--- config.mk ---
export PLATFORM = sky130hd
export DESIGN_NAME = mem_port_arbiter
export DESIGN_NICKNAME = d
export VERILOG_FILES = /design/src/rtl/mem_port_arbiter.sv
export SDC_FILE = /design/constraint.sdc
export NUM_CORES = 1
export LEC_CHECK = 0
export BUFFER_PORTS_ARGS = -buffer_cell sky130_fd_sc_hd__buf_2
export CAP_MARGIN = 20
export CORE_UTILIZATION = 48
export CTS_BUF_LIST = sky130_fd_sc_hd__clkbuf_8
export CTS_CLUSTER_SIZE = 16
export DETAILED_ROUTE_END_ITERATION = 10
export GPL_TIMING_DRIVEN = 0
export PLACE_DENSITY = 0.82
export SLEW_MARGIN = 10
export SYNTH_ARGS = -nofsm -noshare
export SYNTH_HDL_FRONTEND = slang
export SYNTH_SLANG_ARGS = --single-unit
--- constraint.sdc ---
create_clock -name clk -period 1.85 [get_ports clk]
set_input_delay 0.185 -clock clk [delete_from_list [all_inputs] [get_ports clk]]
set_output_delay 0.185 -clock clk [all_outputs]
set_load 0.01 [all_outputs]
--- src/rtl/mem_port_arbiter.sv ---
// Shares one memory port between fetch reads and memory-stage loads/stores, with a timeout.
// Optional macro ARB_ROUND_ROBIN_EN: alternate the grant when fetch and data requests tie.
module mem_port_arbiter #(
  parameter int unsigned TIMEOUT_CYCLES = 64,
  parameter int unsigned AW             = 32
) (
  input  logic          clk,
  input  logic          reset,
  input  logic          IReqF,
  input  logic [AW-1:0] IAddrF,
  input  logic          IFlushF,
  output logic [31:0]   IRdataF,
  output logic          IReadyF,
  input  logic          DReqM,
  input  logic          DWeM,
  input  logic [AW-1:0] DAddrM,
  input  logic [31:0]   DWdataM,
  input  logic [3:0]    DByteEnM,
  output logic [31:0]   DRdataM,
  output logic          DReadyM,
  output logic          MemReq,
  output logic          MemWe,
  output logic [AW-1:0] MemAddr,
  output logic [31:0]   MemWdata,
  output logic [3:0]    MemByteEn,
  input  logic [31:0]   MemRdata,
  input  logic          MemAck,
  output logic          ArbStallF,
  output logic          ArbStallM,
  output logic          ErrTimeout
);

  localparam int unsigned CW = 8;
  localparam logic [CW-1:0] TO_LAST = CW'(TIMEOUT_CYCLES - 1);
  localparam logic [31:0]   NOP_INSN = 32'h0000_0013;

  localparam logic [1:0] S_IDLE  = 2'd0;
  localparam logic [1:0] S_IBUSY = 2'd1;
  localparam logic [1:0] S_DBUSY = 2'd2;
  localparam logic [1:0] S_RESP  = 2'd3;

  logic [1:0]    state_q, state_d;
  logic          mem_req_q, mem_req_d;
  logic          mem_we_q, mem_we_d;
  logic [AW-1:0] mem_addr_q, mem_addr_d;
  logic [31:0]   mem_wdata_q, mem_wdata_d;
  logic [3:0]    mem_be_q, mem_be_d;
  logic [31:0]   irdata_q, irdata_d;
  logic          iready_q, iready_d;
  logic [31:0]   drdata_q, drdata_d;
  logic          dready_q, dready_d;
  logic          err_q, err_d;
  logic [CW-1:0] cnt_q, cnt_d;
  logic          discard_q, discard_d;
  logic          discard_now;
  logic          fetch_ok;
  logic          grant_d;
  logic          grant_i;

`ifdef ARB_ROUND_ROBIN_EN
  // Set when data was served last; reset leaves it set so fetch wins the first tie.
  logic          last_data_q, last_data_d;
`endif

  assign fetch_ok = IReqF & ~IFlushF;

`ifdef ARB_ROUND_ROBIN_EN
  assign grant_d = DReqM & (~fetch_ok | ~last_data_q);
`else
  assign grant_d = DReqM;
`endif
  assign grant_i = ~grant_d & fetch_ok;

  assign MemReq     = mem_req_q;
  assign MemWe      = mem_we_q;
  assign MemAddr    = mem_addr_q;
  assign MemWdata   = mem_wdata_q;
  assign MemByteEn  = mem_be_q;
  assign IRdataF    = irdata_q;
  assign IReadyF    = iready_q;
  assign DRdataM    = drdata_q;
  assign DReadyM    = dready_q;
  assign ErrTimeout = err_q;
  assign ArbStallF  = IReqF & ~iready_q;
  assign ArbStallM  = DReqM & ~dready_q;

  // Next-state and output logic
  always_comb begin
    state_d     = state_q;
    mem_req_d   = mem_req_q;
    mem_we_d    = mem_we_q;
    mem_addr_d  = mem_addr_q;
    mem_wdata_d = mem_wdata_q;
    mem_be_d    = mem_be_q;
    irdata_d    = irdata_q;
    iready_d    = 1'b0;
    drdata_d    = drdata_q;
    dready_d    = 1'b0;
    err_d       = err_q;
    cnt_d       = cnt_q;
    discard_d   = discard_q;
    discard_now = discard_q | IFlushF;
`ifdef ARB_ROUND_ROBIN_EN
    last_data_d = last_data_q;
`endif

    case (state_q)
      S_IDLE: begin
        cnt_d     = '0;
        discard_d = 1'b0;
        if (grant_d) begin
          state_d     = S_DBUSY;
          mem_req_d   = 1'b1;
          mem_we_d    = DWeM;
          mem_addr_d  = DAddrM;
          mem_wdata_d = DWeM ? DWdataM : 32'h0;
          mem_be_d    = DWeM ? DByteEnM : 4'hF;
`ifdef ARB_ROUND_ROBIN_EN
          last_data_d = 1'b1;
`endif
        end else if (grant_i) begin
          state_d     = S_IBUSY;
          mem_req_d   = 1'b1;
          mem_we_d    = 1'b0;
          mem_addr_d  = IAddrF;
          mem_wdata_d = 32'h0;
          mem_be_d    = 4'hF;
`ifdef ARB_ROUND_ROBIN_EN
          last_data_d = 1'b0;
`endif
        end
      end

      S_IBUSY: begin
        discard_d = discard_now;
        // A flushed fetch still completes on the bus but is not reported.
        if (MemAck) begin
          state_d   = S_RESP;
          mem_req_d = 1'b0;
          if (!discard_now) begin
            irdata_d = MemRdata;
            iready_d = 1'b1;
          end
        end else if (cnt_q == TO_LAST) begin
          state_d   = S_RESP;
          mem_req_d = 1'b0;
          err_d     = 1'b1;
          if (!discard_now) begin
            irdata_d = NOP_INSN;
            iready_d = 1'b1;
          end
        end else begin
          cnt_d = cnt_q + CW'(1);
        end
      end

      S_DBUSY: begin
        if (MemAck) begin
          state_d   = S_RESP;
          mem_req_d = 1'b0;
          drdata_d  = mem_we_q ? 32'h0 : MemRdata;
          dready_d  = 1'b1;
        end else if (cnt_q == TO_LAST) begin
          state_d   = S_RESP;
          mem_req_d = 1'b0;
          drdata_d  = 32'h0;
          dready_d  = 1'b1;
          err_d     = 1'b1;
        end else begin
          cnt_d = cnt_q + CW'(1);
        end
      end

      default: begin
        discard_d = 1'b0;
        state_d   = S_IDLE;
      end
    endcase
  end

  // State and output registers
  always_ff @(posedge clk) begin
    if (reset) begin
      state_q     <= S_IDLE;
      mem_req_q   <= 1'b0;
      mem_we_q    <= 1'b0;
      mem_addr_q  <= '0;
      mem_wdata_q <= '0;
      mem_be_q    <= '0;
      irdata_q    <= '0;
      iready_q    <= 1'b0;
      drdata_q    <= '0;
      dready_q    <= 1'b0;
      err_q       <= 1'b0;
      cnt_q       <= '0;
      discard_q   <= 1'b0;
`ifdef ARB_ROUND_ROBIN_EN
      last_data_q <= 1'b1;
`endif
    end else begin
      state_q     <= state_d;
      mem_req_q   <= mem_req_d;
      mem_we_q    <= mem_we_d;
      mem_addr_q  <= mem_addr_d;
      mem_wdata_q <= mem_wdata_d;
      mem_be_q    <= mem_be_d;
      irdata_q    <= irdata_d;
      iready_q    <= iready_d;
      drdata_q    <= drdata_d;
      dready_q    <= dready_d;
      err_q       <= err_d;
      cnt_q       <= cnt_d;
      discard_q   <= discard_d;
`ifdef ARB_ROUND_ROBIN_EN
      last_data_q <= last_data_d;
`endif
    end
  end

endmodule

# After elaboration in Yosys (flattened, before gate mapping)
# Cells that the tools add are included.
word_totals:
  reg_bits: 148
  out_inout_bits: 139
  romBits: 0
  latch_bits: 0
  ram_bits: 0
  word_cells: 84
  inputBits: 139
  n_memories: 0
classes:
  add_sub_neg: 1
  n_eq_ne: 7
  shifts: 0
  bitwise: 13
  n_lt_le_gt_ge: 0
  muxes: 36
  div_mod_pow: 0
  reduce_logical: 14
  multipliers: 0
op_table:
  columns: ["operator", "n"]
  rows:
  - ["$mux W32", 12]
  - ["$mux W8", 2]
  - ["$pmux W8 S2", 1]
  - ["$mux W4", 3]
  - ["$reduce_and A3 Y1", 4]
  - ["$mux W1", 11]
  - ["$add A8 B1 Y8 const B", 1]
  - ["$eq A8 B6 Y1 const B", 1]
  - ["$mux W2", 4]
  - ["$not A1 Y1", 8]
  - ["$reduce_and A2 Y1", 3]
  - ["$reduce_bool A2 Y1", 3]
  - ["$reduce_or A2 Y1", 3]
  - ["$and A1 B1 Y1", 4]
  - ["$ne A2 B2 Y1 const B", 2]
  - ["$pmux W1 S2", 2]
  - ["$pmux W2 S2", 1]
  - ["$ne A3 B1 Y1 const B", 1]
  - ["$ne A3 B3 Y1 const B", 1]
  - ["$eq A2 B1 Y1 const B", 1]
  - ["$eq A2 B2 Y1 const B", 1]
  - ["$logic_not A2 Y1", 1]
  - ["$or A1 B1 Y1", 1]

# Depth between registers and ports, before layout
logic_depth:
  word_depth: 6
  mapped_depth: 8
  mapped_depth_nobuf: 6

# Worst setup path after synthesis
# No wires, ideal clock.
synth_path:
  path_kind: "register -> register"
  start: "reg cnt_q[0]"
  end: "reg irdata_q[21], in the netlist IRdataF[21]"
  required_ps: 1733
  path_slack_ps: 168
  stages_incl_launch_ff: 8
  n_path_buf: 2
  synth_period_minus_slack_ps: 1682
  setup_ps: 117
  arrival_time_ps: 1565
  cell_sequence: "dfxtp_1 -> ha_1 -> nand3_1 -> o21ai_4 -> a31oi_1 -> buf_2 -> buf_6 -> a22o_1"
synth_via:
  elab_chain_cells: 3
synth_rtl:
  columns: ["item", "line", "text"]
  rows:
  - ["start, declared", "53", "logic [CW-1:0] cnt_q, cnt_d;"]
  - ["start signal, assigned", "212", "cnt_q <= cnt_d;"]
  - ["$eq A8 B6 Y1", "144", "end else if (cnt_q == TO_LAST) begin"]
  - ["$reduce_bool A2 Y1 (no line)", null, null]
  - ["$reduce_and A3 Y1 (no line)", null, null]
  - ["end signal, assigned", "207", "irdata_q <= irdata_d;"]
  - ["end, declared", "48", "logic [31:0] irdata_q, irdata_d;"]
# No other way between the ends.
# A chain may end at the register's enable or synchronous reset.

# Worst setup path after layout
layout_path:
  start: "reg state_q[1]"
  end: "reg state_q[0]"
layout_via:
  elab_chain_cells: 4
  elab_cells_between_ends: 8
  cone_classes: "eq/ne: 4; mux: 1; reduce/logical: 3"
layout_rtl:
  columns: ["item", "line", "text"]
  rows:
  - ["start, declared", "42", "logic [1:0] state_q, state_d;"]
  - ["start signal, assigned", "201", "state_q <= state_d;"]
  - ["$eq A2 B2 Y1 or $eq A2 B1 Y1 (tied branches)", "107", "case (state_q)"]
  - ["$reduce_or A2 Y1 (no line)", null, null]
  - ["$ne A3 B1 Y1 (no line)", null, null]
  - ["$reduce_and A2 Y1 (no line)", null, null]
# Parallel ways exist; a longest one is shown, timed or not.

==> impl_metrics.toml <==
[outcome]
outcome = "finished with violations"
violations = "DRC"

[sta]
tightest_slew_ns = 0.600
slew_violations = 0
hold_slack_ns = 0.0506
period_needed_ns = 1.79
final-setup-viol-count = 0
finClkSkew_ns = 0.0105
fin_ws_ns = 0.0569
hold_viol = 0
period_share_pct = 96.9
fmax_mhz = 558
slew_headroom_pct = 59.7

[power]
combPwrFrac_pct = 30.5
total_power_mw = 9.09
power_switching_share_pct = 33.5
intPower_mw = 6.04
leakage_nw = 3.98
p_per_area_nw_per_um2 = 1070
netSwitchingPower_mw = 3.05
pwr-share-seq_pct = 42.2
power_frac_clock_pct = 27.2
ir_drop_mv = 0.856

[clock_tree]
cts_buffer_depth = 2
clk-insertion-delay-late_ns = 0.44
cts_root_buffer = "clkbuf_8"
cts_max_level = 4
cts_tree = "built"
cts.sinks = 148
numCtsBuffers = 17
clk_pin_slew_worst_paths_ns = 0.08

[detailed_routing]
wirelength_mm = 19.6
drc = 17
drt_iter0_drc = 422
drt-wirelength-per-cell_um = 17.6
dr.pass1.iters = 9
num_vias = 6020
via_per_inst = 5.43
antenna_left = 0

[global_route]
grt_pass1_vias = 6059
grt-ovfl-total = 0
grt_pass1_wl_mm = 30.4
antenna_found_initial = 0
grt_max_degree = 17
track_usage_pct = 31.2

[synth]
synth_flop_cell = "dfxtp_1"
synth.distinct_cells = 44
ys_seq_elements = 148
syn_nets = 739
synthCells = 594
syn_area_um2 = 5830
synth_edf_count = 0
yosysWarnings = 0
seq_area_frac_synth_pct = 50.9
avgSynthCellArea_um2 = 9.81
async_flop_share_pct = 0

[cells_and_area]
final_common_cell = "buf_2"
layout_common_cells = "buf_2 (287), dfxtp_1 (145), nor2_1 (79), dlygate4sd3_1 (66), mux2i_1 (64)"
final_area_um2 = 8480
drive_gt1_share_pct = 35.7
synthToLayoutAreaGrowth_pct = 45.6
nNetsFinal = 1099
num_antenna_cells = 0

[die]
start_util_pct = 50.2
row_count = 39
io_pins = 278
die_w_um = 112
coreArea_um2 = 11600
dieHeight_um = 112
dieArea_um2 = 12600

[setup_path]
cp_num_buf_inv = 2
required_ns = 2.22
critPathKind = "reg2reg"
ff2ff_path_depth = 6
cp_slowest_cell = "ha_2"
cp.arrival_ns = 2.16
crit_chain = "inv_1 > ha_2 > buf_2 > a21oi_1 > or4_1 > a21oi_1"
crit_path_start_kind = "register"
max_stage_delay_ns = 0.40
crit_family = "adder cells"
cp.depth = 6
timing.rr.start = "state_q[1]$_SDFFE_PP0P_"
cp_max_fo = 10
cpMostUsedCell = "a21oi_1"
worstSetupEndpointType = "register"
startpoint = "state_q[1]$_SDFFE_PP0P_"

[place]
place_area_um2 = 7390
port_buffers = 276
finalWeightedCongestion = 0.818
dp_hpwl_mm = 12.6
place_ws_ns = -0.175

[hold_path]
min-delay-start = "DByteEnM[2]"
hold_path.class = "in2reg"
min_path_cells = 3

[job]
cap_violations = 0
## worst reg2reg max path: cells and delay by family, from the launching register on
| family | cells | cell delay [ns] |
|---|---|---|
| AO/OA/AOI/OAI | 2 | 0.19 |
| adder cells (fa/ha/maj) | 1 | 0.40 |
| buffers and inverters | 2 | 0.36 |
| flip-flops | 1 | 0.39 |
| AND/OR/NAND/NOR | 1 | 0.39 |
## per-stage QoR
stage | utilization (%) | setup TNS [ns] | std cells
after floorplan | - | 0 | 594
after global routing | 73.0 | -0.00336 | 1109
after global placement | 63.6 | -8.77 | 1013
after detailed placement | 63.6 | -12.07 | 1013
final | 73.0 | 0 | 1109
after CTS | 72.9 | 0 | 1110
## timing repair
| item | 4_1_cts | 5_1_grt |
|---|---|---|
| endpoints found under the setup margin | 118 | 108 |
| hold endpoints to repair | 95 | 0 |
| cloned | 0 | 0 |
| pin swaps | 1 | 1 |
| setup buffers | 1 | 0 |
| resized for setup | 16 | 14 |
| hold buffers | 66 | 0 |
## power by group through the flow
stage / combinational [mW] / sequential [mW] / clock, mW
floorplan: 1.40 / 4.05 / 0
global placement: 2.50 / 3.87 / 0
detailed placement: 2.53 / 3.88 / 0
CTS: 2.68 / 3.82 / 2.51
global route: 3.02 / 3.88 / 2.67
finish: 2.77 / 3.84 / 2.48
## synth_stat cells, drive strengths merged (6+ instances only)
| master | instances | area share (%) |
|---|---|---|
| a211oi | 35 | 4.5 |
| a21oi | 12 | 1.0 |
| nand2 | 37 | 2.4 |
| dfxtp | 148 | 51 |
| ha | 6 | 1.3 |
| nor2b | 6 | 0.64 |
| nor3 | 11 | 0.94 |
| nand2b | 34 | 3.7 |
| buf | 17 | 1.8 |
| inv | 10 | 0.64 |
| a22oi | 32 | 4.1 |
| nor2 | 79 | 5.1 |
| o21ai | 8 | 0.88 |
| mux2i | 64 | 11 |
| clkbuf | 30 | 1.9 |
| a22o | 30 | 4.5 |
| nand3 | 6 | 0.52 |
## cells by family after synthesis
group	count (synthesis)	synth area share, %
mux	65	11.2
simple gates	187	15.4
flops	148	50.9
compound gates	131	16.9
buf+inv	57	4.36
fa+ha+maj	6	1.29
## state kept, by name, summed over array words and instances, names as in the netlist, 2 cells and up
| register | flops |
|---|---|
| DRdataM | 32 |
| IRdataF | 32 |
| MemAddr | 32 |
| MemWdata | 32 |
| cnt_q | 8 |
| MemByteEn | 4 |
| state_q | 2 |
## final timing paths
path / end / slack (ns)
max: state_q[0]$_SDFFE_PP0P_ / 0.06
min: MemByteEn[2]$_SDFFE_PP0P_ / 0.05
max reg2reg: state_q[0]$_SDFFE_PP0P_ / 0.06
min reg2reg: IRdataF[0]$_SDFFE_PP0P_ / 0.46
## area by class of cell
| type | count | area, um^2 |
|---|---|---|
| sequential | 148 | 2970 |
| fill | 829 | 3130 |
| clock inverter | 11 | 110 |
| inverter | 10 | 37.5 |
| clock buffer | 20 | 275 |
| buffer | 45 | 235 |
| timing repair buffer | 343 | 2050 |
| tap | 143 | 179 |
| multi-input combinational | 389 | 2630 |
## layer usage
layer | global-route usage (%) | up-vias | wire (um)
met2 | 55.0 | 307 | 9760
met5 | 0 | - | 0
li1 | - | 2830 | -
met1 | 33.9 | 2821 | 7690
met4 | 14.8 | 0 | 659
met3 | 10.3 | 62 | 1450
Note: power is estimated with default switching activity, not from simulation.
